`src/rtl/lsu_pkg.sv`:
```
// Shared types and constants for the load/store stage: FSM states, access sizes,
// AXI response codes and the byte-strobe helper.
package lsu_pkg;

   typedef enum logic [2:0] {
      IDLE,
      RD_ADDR,
      RD_DATA,
      WR_REQ,
      WR_RESP
   } state_t;

   localparam logic [1:0] SZ_B = 2'd0;
   localparam logic [1:0] SZ_H = 2'd1;
   localparam logic [1:0] SZ_W = 2'd2;
   localparam logic [1:0] SZ_D = 2'd3;

   localparam logic [1:0] OKAY   = 2'd0;
   localparam logic [1:0] SLVERR = 2'd2;
   localparam logic [1:0] DECERR = 2'd3;

   // Unshifted strobe for an access of 2^size bytes.
   function automatic logic [7:0] strb_base(input logic [1:0] size);
      return 8'((16'd1 << (4'd1 << size)) - 16'd1);
   endfunction

endpackage

```
`src/rtl/lsu_align.sv`:
```
// Lane alignment: load-side shift plus sign/zero extension, store-side data shift
// and byte-strobe generation. Purely combinational.
module lsu_align
   import lsu_pkg::*;
#(
   parameter int  XLEN   = 32,
   localparam int STRB_W = XLEN / 8,
   localparam int OFF_W  = $clog2(STRB_W)
) (
   input  logic [OFF_W-1:0]  off,
   input  logic [1:0]        size,
   input  logic              uns,
   input  logic [XLEN-1:0]   rdata,
   input  logic [XLEN-1:0]   st_src,
   output logic [XLEN-1:0]   ld_data,
   output logic [XLEN-1:0]   wdata,
   output logic [STRB_W-1:0] wstrb
);

   logic [XLEN-1:0] lane;
   logic [XLEN-1:0] keep;
   logic            sign;

   always_comb begin
      lane = rdata >> {off, 3'b000};
      keep = '1;
      sign = lane[XLEN-1];
      case (size)
         SZ_B: begin keep = XLEN'(8'hFF);         sign = lane[7];  end
         SZ_H: begin keep = XLEN'(16'hFFFF);      sign = lane[15]; end
         SZ_W: begin keep = XLEN'(32'hFFFF_FFFF); sign = lane[31]; end
         default: ;
      endcase
      ld_data = (lane & keep) | ((sign && !uns) ? ~keep : '0);
   end

   assign wdata = st_src << {off, 3'b000};
   assign wstrb = STRB_W'(strb_base(size)) << off;

endmodule

```
`src/rtl/lsu_stage.sv`:
```
// Memory-access pipeline stage: one AXI4-Lite transaction per load/store, pass-through
// otherwise. Define LSU_MISALIGN_TRAP_EN to fault on misaligned accesses instead of aligning.
module lsu_stage
   import lsu_pkg::*;
#(
   parameter int XLEN   = 32,
   parameter int ADDR_W = 32,
   parameter int SIDE_W = 96
) (
   input  logic                clk,
   input  logic                rst,
   input  logic                valid_last,
   output logic                ready_last,
   input  logic                mem_ren,
   input  logic                mem_wen,
   input  logic [2:0]          funct3,
   input  logic [XLEN-1:0]     ex_result,
   input  logic [XLEN-1:0]     rs2_value,
   input  logic [SIDE_W-1:0]   side_in,
   output logic                valid_next,
   input  logic                ready_next,
   output logic [XLEN-1:0]     mem_rdata,
   output logic [XLEN-1:0]     ex_result_next,
   output logic [SIDE_W-1:0]   side_next,
   output logic                mem_ren_next,
   output logic                fault,
   output logic                fault_store,
   output logic                fault_misalign,
   output logic [ADDR_W-1:0]   araddr,
   output logic                arvalid,
   input  logic                arready,
   input  logic [XLEN-1:0]     rdata,
   input  logic [1:0]          rresp,
   input  logic                rvalid,
   output logic                rready,
   output logic [ADDR_W-1:0]   awaddr,
   output logic                awvalid,
   input  logic                awready,
   output logic [XLEN-1:0]     wdata,
   output logic [XLEN/8-1:0]   wstrb,
   output logic                wvalid,
   input  logic                wready,
   input  logic [1:0]          bresp,
   input  logic                bvalid,
   output logic                bready
);

   localparam int STRB_W = XLEN / 8;
   localparam int OFF_W  = $clog2(STRB_W);

   typedef struct packed {
      logic [XLEN-1:0] addr;
      logic [XLEN-1:0] data;
      logic [1:0]      size;
      logic            uns;
   } req_t;

   state_t            state, state_nx;
   req_t              req;
   logic              aw_done, w_done;
   logic              accept, mem_op, illegal, misalign, go_bus;
   logic [XLEN-1:0]   low_mask, addr_in, ld_data, st_data;
   logic [STRB_W-1:0] st_strb;

   assign ready_last = (state == IDLE) && (!valid_next || ready_next);
   assign accept     = valid_last && ready_last;
   assign mem_op     = mem_ren || mem_wen;
   assign low_mask   = (XLEN'(1) << funct3[1:0]) - XLEN'(1);
   assign illegal    = mem_op && ((funct3 == 3'b111) || (XLEN == 32 && funct3[1:0] == SZ_D));

`ifdef LSU_MISALIGN_TRAP_EN
   // Naturally aligned accesses never straddle an XLEN word, so alignment is the only check.
   assign misalign = mem_op && !illegal && ((ex_result & low_mask) != '0);
   assign addr_in  = ex_result;

   always_ff @(posedge clk) begin
      if (rst)         fault_misalign <= 1'b0;
      else if (accept) fault_misalign <= misalign;
   end
`else
   assign misalign       = 1'b0;
   assign addr_in        = ex_result & ~low_mask;
   assign fault_misalign = 1'b0;
`endif

   assign go_bus = mem_op && !illegal && !misalign;

   always_comb begin
      state_nx = state;
      case (state)
         IDLE:    if (accept && go_bus) state_nx = mem_wen ? WR_REQ : RD_ADDR;
         RD_ADDR: if (arready) state_nx = RD_DATA;
         RD_DATA: if (rvalid) state_nx = IDLE;
         WR_REQ:  if ((aw_done || awready) && (w_done || wready)) state_nx = WR_RESP;
         WR_RESP: if (bvalid) state_nx = IDLE;
         default: state_nx = IDLE;
      endcase
   end

   // The done flags let AW and W retire independently while the other is still waiting.
   always_ff @(posedge clk) begin
      if (rst) begin
         state   <= IDLE;
         aw_done <= 1'b0;
         w_done  <= 1'b0;
      end else begin
         state   <= state_nx;
         aw_done <= (state == WR_REQ) && (state_nx == WR_REQ) && (aw_done || awready);
         w_done  <= (state == WR_REQ) && (state_nx == WR_REQ) && (w_done || wready);
      end
   end

   always_ff @(posedge clk) begin
      if (rst) begin
         req            <= '0;
         valid_next     <= 1'b0;
         mem_rdata      <= '0;
         ex_result_next <= '0;
         side_next      <= '0;
         mem_ren_next   <= 1'b0;
         fault          <= 1'b0;
         fault_store    <= 1'b0;
      end else begin
         if (valid_next && ready_next) valid_next <= 1'b0;
         if (accept) begin
            req            <= '{addr: addr_in, data: rs2_value, size: funct3[1:0], uns: funct3[2]};
            valid_next     <= !go_bus;
            mem_rdata      <= '0;
            ex_result_next <= ex_result;
            side_next      <= side_in;
            mem_ren_next   <= mem_ren;
            fault          <= illegal || misalign;
            fault_store    <= (illegal || misalign) && mem_wen;
         end
         if (state == RD_DATA && rvalid) begin
            valid_next <= 1'b1;
            mem_rdata  <= (rresp == OKAY) ? ld_data : '0;
            fault      <= (rresp != OKAY);
         end
         if (state == WR_RESP && bvalid) begin
            valid_next  <= 1'b1;
            fault       <= (bresp != OKAY);
            fault_store <= (bresp != OKAY);
         end
      end
   end

   lsu_align #(.XLEN(XLEN)) u_align (
      .off     (req.addr[OFF_W-1:0]),
      .size    (req.size),
      .uns     (req.uns),
      .rdata   (rdata),
      .st_src  (req.data),
      .ld_data (ld_data),
      .wdata   (st_data),
      .wstrb   (st_strb)
   );

   assign arvalid = (state == RD_ADDR);
   assign rready  = (state == RD_DATA);
   assign awvalid = (state == WR_REQ) && !aw_done;
   assign wvalid  = (state == WR_REQ) && !w_done;
   assign bready  = (state == WR_RESP);
   assign araddr  = ADDR_W'(req.addr);
   assign awaddr  = ADDR_W'(req.addr);
   assign wdata   = st_data;
   assign wstrb   = (state == WR_REQ) ? st_strb : '0;

endmodule
```
`config.mk`:
```
export PLATFORM = sky130hd
export DESIGN_NAME = lsu_stage
export DESIGN_NICKNAME = d
export VERILOG_FILES = /design/src/rtl/lsu_pkg.sv /design/src/rtl/lsu_align.sv /design/src/rtl/lsu_stage.sv
export SDC_FILE = /design/constraint.sdc
export NUM_CORES = 1
export LEC_CHECK = 0
export BUFFER_PORTS_ARGS = -buffer_cell sky130_fd_sc_hd__buf_2
export CAP_MARGIN = 20
export CORE_AREA = 3 3 189 191
export DETAILED_ROUTE_END_ITERATION = 10
export DIE_AREA = 0 0 192 194
export SYNTH_ARGS = -nofsm -noshare
export SYNTH_HDL_FRONTEND = slang
export SYNTH_HIERARCHICAL = 1
export SYNTH_SLANG_ARGS = --single-unit
export TNS_END_PERCENT = 30
```
`constraint.sdc`:
```
create_clock -name clk -period 2.4 [get_ports clk]
set_clock_uncertainty 0.05 [all_clocks]
set_input_delay 0.24 -clock clk [delete_from_list [all_inputs] [get_ports clk]]
set_output_delay 0.24 -clock clk [all_outputs]
set_load 0.02 [all_outputs]
```
==> flow_summary.yaml <==
outcome:
  status: "complete, no violations"
logic_synthesis:
  synthFlopType: "dfxtp_1"
  async_flop_share_pct: 0
  synthSimpleGateAreaFrac_pct: 22.9
  syn_nets: 1502
  synth_edf_count: 0
  netlist_instances: 1290
  synth.avg_cell_area_um2: 7.91
  synth_top_family_by_area: "simple AND/OR/NAND/NOR gates"
  yosysSeqAreaShare_pct: 46.3
  netlist_area_um2: 10200
  ys_types: 44
  synth_seq_cells: 236
  synth_compound_gate_area_share_pct: 15.8
  synthAdderAreaFrac_pct: 0.245
  synth.area.mux_share_pct: 5.00
  synth-xor-area-share_pct: 0.0858
  yosysWarningCount: 6
floorplanning:
  die_w_um: 192
  ios: 481
  core-area_um2: 34300
  initial_utilization_pct: 29.8
  die_h_um: 194
  rows: 68
  die_area_um2: 37200
grt:
  grt_max_degree: 107
  grt_overflow: 0
  antenna_found_initial: 0
  grt_pass1_vias: 10594
  grt_usage_pct: 18.6
  grt_pass1_wl_mm: 57.0
worst_setup_path:
  crit_fanout: 61
  critical_path_required_ns: 2.11
  startpoint_type: "flip-flop"
  reg2reg_to: "mem_rdata[24]$_SDFFE_PP0P_"
  worstRegToRegCells: 5
  r2r_setup_slack_ns: 0.43
  rr_startpoint: "araddr[0]$_SDFFE_PP0P_"
  worstPathArrival_ns: 1.98
  path_class: "reg -> out"
  cp-end-kind: "primary output"
placement:
  placedCellCount: 2092
  place_congestion: 0.846
  dpl_cell_area_um2: 12600
  place.port_buffers: 479
  place_ws_ns: 0.341
  dp_hpwl_mm: 25.4
clocking:
  clk_pin_slew_ns: 0.05
  clk_latency_ns: 0.53
  cts_tree: "yes"
  post_cts_buffers: 0
  cts_root_buf: "clkbuf_16"
  cts_sinks: 236
  htreeDepth: 1
  cts-buffers-inserted: 27
  clockBufferDepth: 3
cells_and_area:
  drive_gt1_share_pct: 31.7
  stdcell_area_um2: 15200
  finalNonFillerCells: 2308
  final_cell_mix: "buf_2, nand2_1, dfxtp_1"
  mostFrequentLayoutCell: "buf_2"
  insertedDiodeCount: 0
  nets: 2045
  final_core_util_pct: 44.4
  syn_to_final_growth_pct: 49.0
  filler_cell_count: 3294
drt:
  wirelength_mm: 37.3
  drc_errors: 0
  ant_nets: 0
  vias_per_cell: 4.70
  firstDrtPassIters: 4
  vias: 10853
  drtIter0Drc: 515
  routedWlPerCell_um: 16.2
sta:
  fin_hold_ws_ns: 0.0157
  fin_crit_ns: 2.27
  worst_pin_slew_ns: 0.705
  rsz0062_at_grt: "false"
  setup_tns_ns: 0
  relSlewSlack_pct: 52.9
  finalSetupViolCount: 0
  hold_viol_final: 0
  period_share_pct: 94.6
  setup_ws_ns: 0.129
  report.final.slew_viol_count: 0
  fmax_mhz: 440
power:
  vdd_drop_max_mv: 0.711
  leakagePower_nw: 7.02
  power_density_nw_per_um2: 728
  power_mw: 11.1
hold_path:
  min_path_type: "in -> reg"
  min-delay-start: "funct3[0]"
  hold_end: "req[1]$_SDFFE_PP0P_"
  hold_path_depth: 3
job:
  max_cap_violations: 0
## final cells by class
| class | count | area (um^2) | area share, % |
|---|---|---|---|
| sequential | 236 | 4730 | 31.1 |
| multi-input combinational | 887 | 4530 | 29.8 |
| timing repair buffer | 678 | 4470 | 29.3 |
| clock buffer | 34 | 742 | 4.88 |
| tap | 455 | 569 | 3.74 |
| clock inverter | 15 | 168 | 1.10 |
| inverter | 3 | 11.3 | 0.0740 |
## registers in the layout, summed over array words and instances (netlist names)
register        count
araddr             32
side_next          96
state               3
fault               1
req                35
aw_done             1
mem_rdata          32
ex_result_next     32
valid_next          1
fault_store         1
mem_ren_next        1
w_done              1
## where the power goes
part | total, mW | internal [mW] | switching [mW]
Sequential | 4.39 | 4.20 | 0.187
Clock | 4.23 | 2.52 | 1.71
Combinational | 2.46 | 0.987 | 1.48
Total | 11.1 | 7.71 | 3.37
## synthesized netlist by cell type, types with 2 or more instances
master,count,share of area [%]
nand2b_1,4,0.25
buf_6,4,0.44
and2_1,26,1.6
mux2_2,8,0.88
nand2_1,377,14
nor2_1,70,2.6
a311oi_1,3,0.26
mux2i_1,39,3.8
nor3b_1,3,0.22
mux2_4,2,0.29
nor3_1,3,0.15
a21oi_1,216,11
o21a_1,2,0.15
buf_1,6,0.22
clkbuf_1,40,1.5
dfxtp_1,236,46
nand4_1,19,1.2
o21ai_0,12,0.59
a211oi_1,16,1.2
or2_2,7,0.43
inv_1,3,0.11
nand3_1,6,0.29
nor2b_1,23,1.4
buf_2,43,2.1
ha_1,2,0.25
a22oi_1,32,2.4
buf_4,71,5.2
## timing repair
item	in CTS	in global routing
endpoints found under the hold margin	195	0
hold buffers	167	0
gates resized for setup	2	2
endpoints found under the setup margin	11	2
## metal layers
layer	share of wire [%]	GRT usage [%]	routed length, um
met5	0	0	0
met4	2.6	5.53	973
met3	8.3	4.38	3110
met2	49	32.8	18100
met1	40	22.4	15100
## worst max-delay path by stage
stage	startpoint	to	cells after the start
2_1_floorplan	araddr[1]$_SDFFE_PP0P_	wdata[16]	5
3_3_place_gp	araddr[0]$_SDFFE_PP0P_	mem_rdata[17]$_SDFFE_PP0P_	5
3_5_place_dp	araddr[0]$_SDFFE_PP0P_	mem_rdata[19]$_SDFFE_PP0P_	5
4_1_cts	req[1]$_SDFFE_PP0P_	wstrb[3]	7
5_1_grt	araddr[0]$_SDFFE_PP0P_	wdata[18]	5
6_report	araddr[1]$_SDFFE_PP0P_	wdata[18]	4
## kinds of logic after synthesis
kind of cell / Yosys count
muxes: 49
buffers and inverters: 167
xor gates and xnor gates: 1
DFF: 236
other: 1
AOI/OAI and AO/OA: 287
and+or+nand+nor: 547
adders and majority gates: 2
## worst max-delay path, stage by stage, from the launching register on
cell	delay (ns)
dfxtp_2	0.44
buf_12	0.30
mux2i_1	0.14
o21ai_0	0.30
buf_2	0.24
Note: power is estimated with default switching activity, not from simulation.
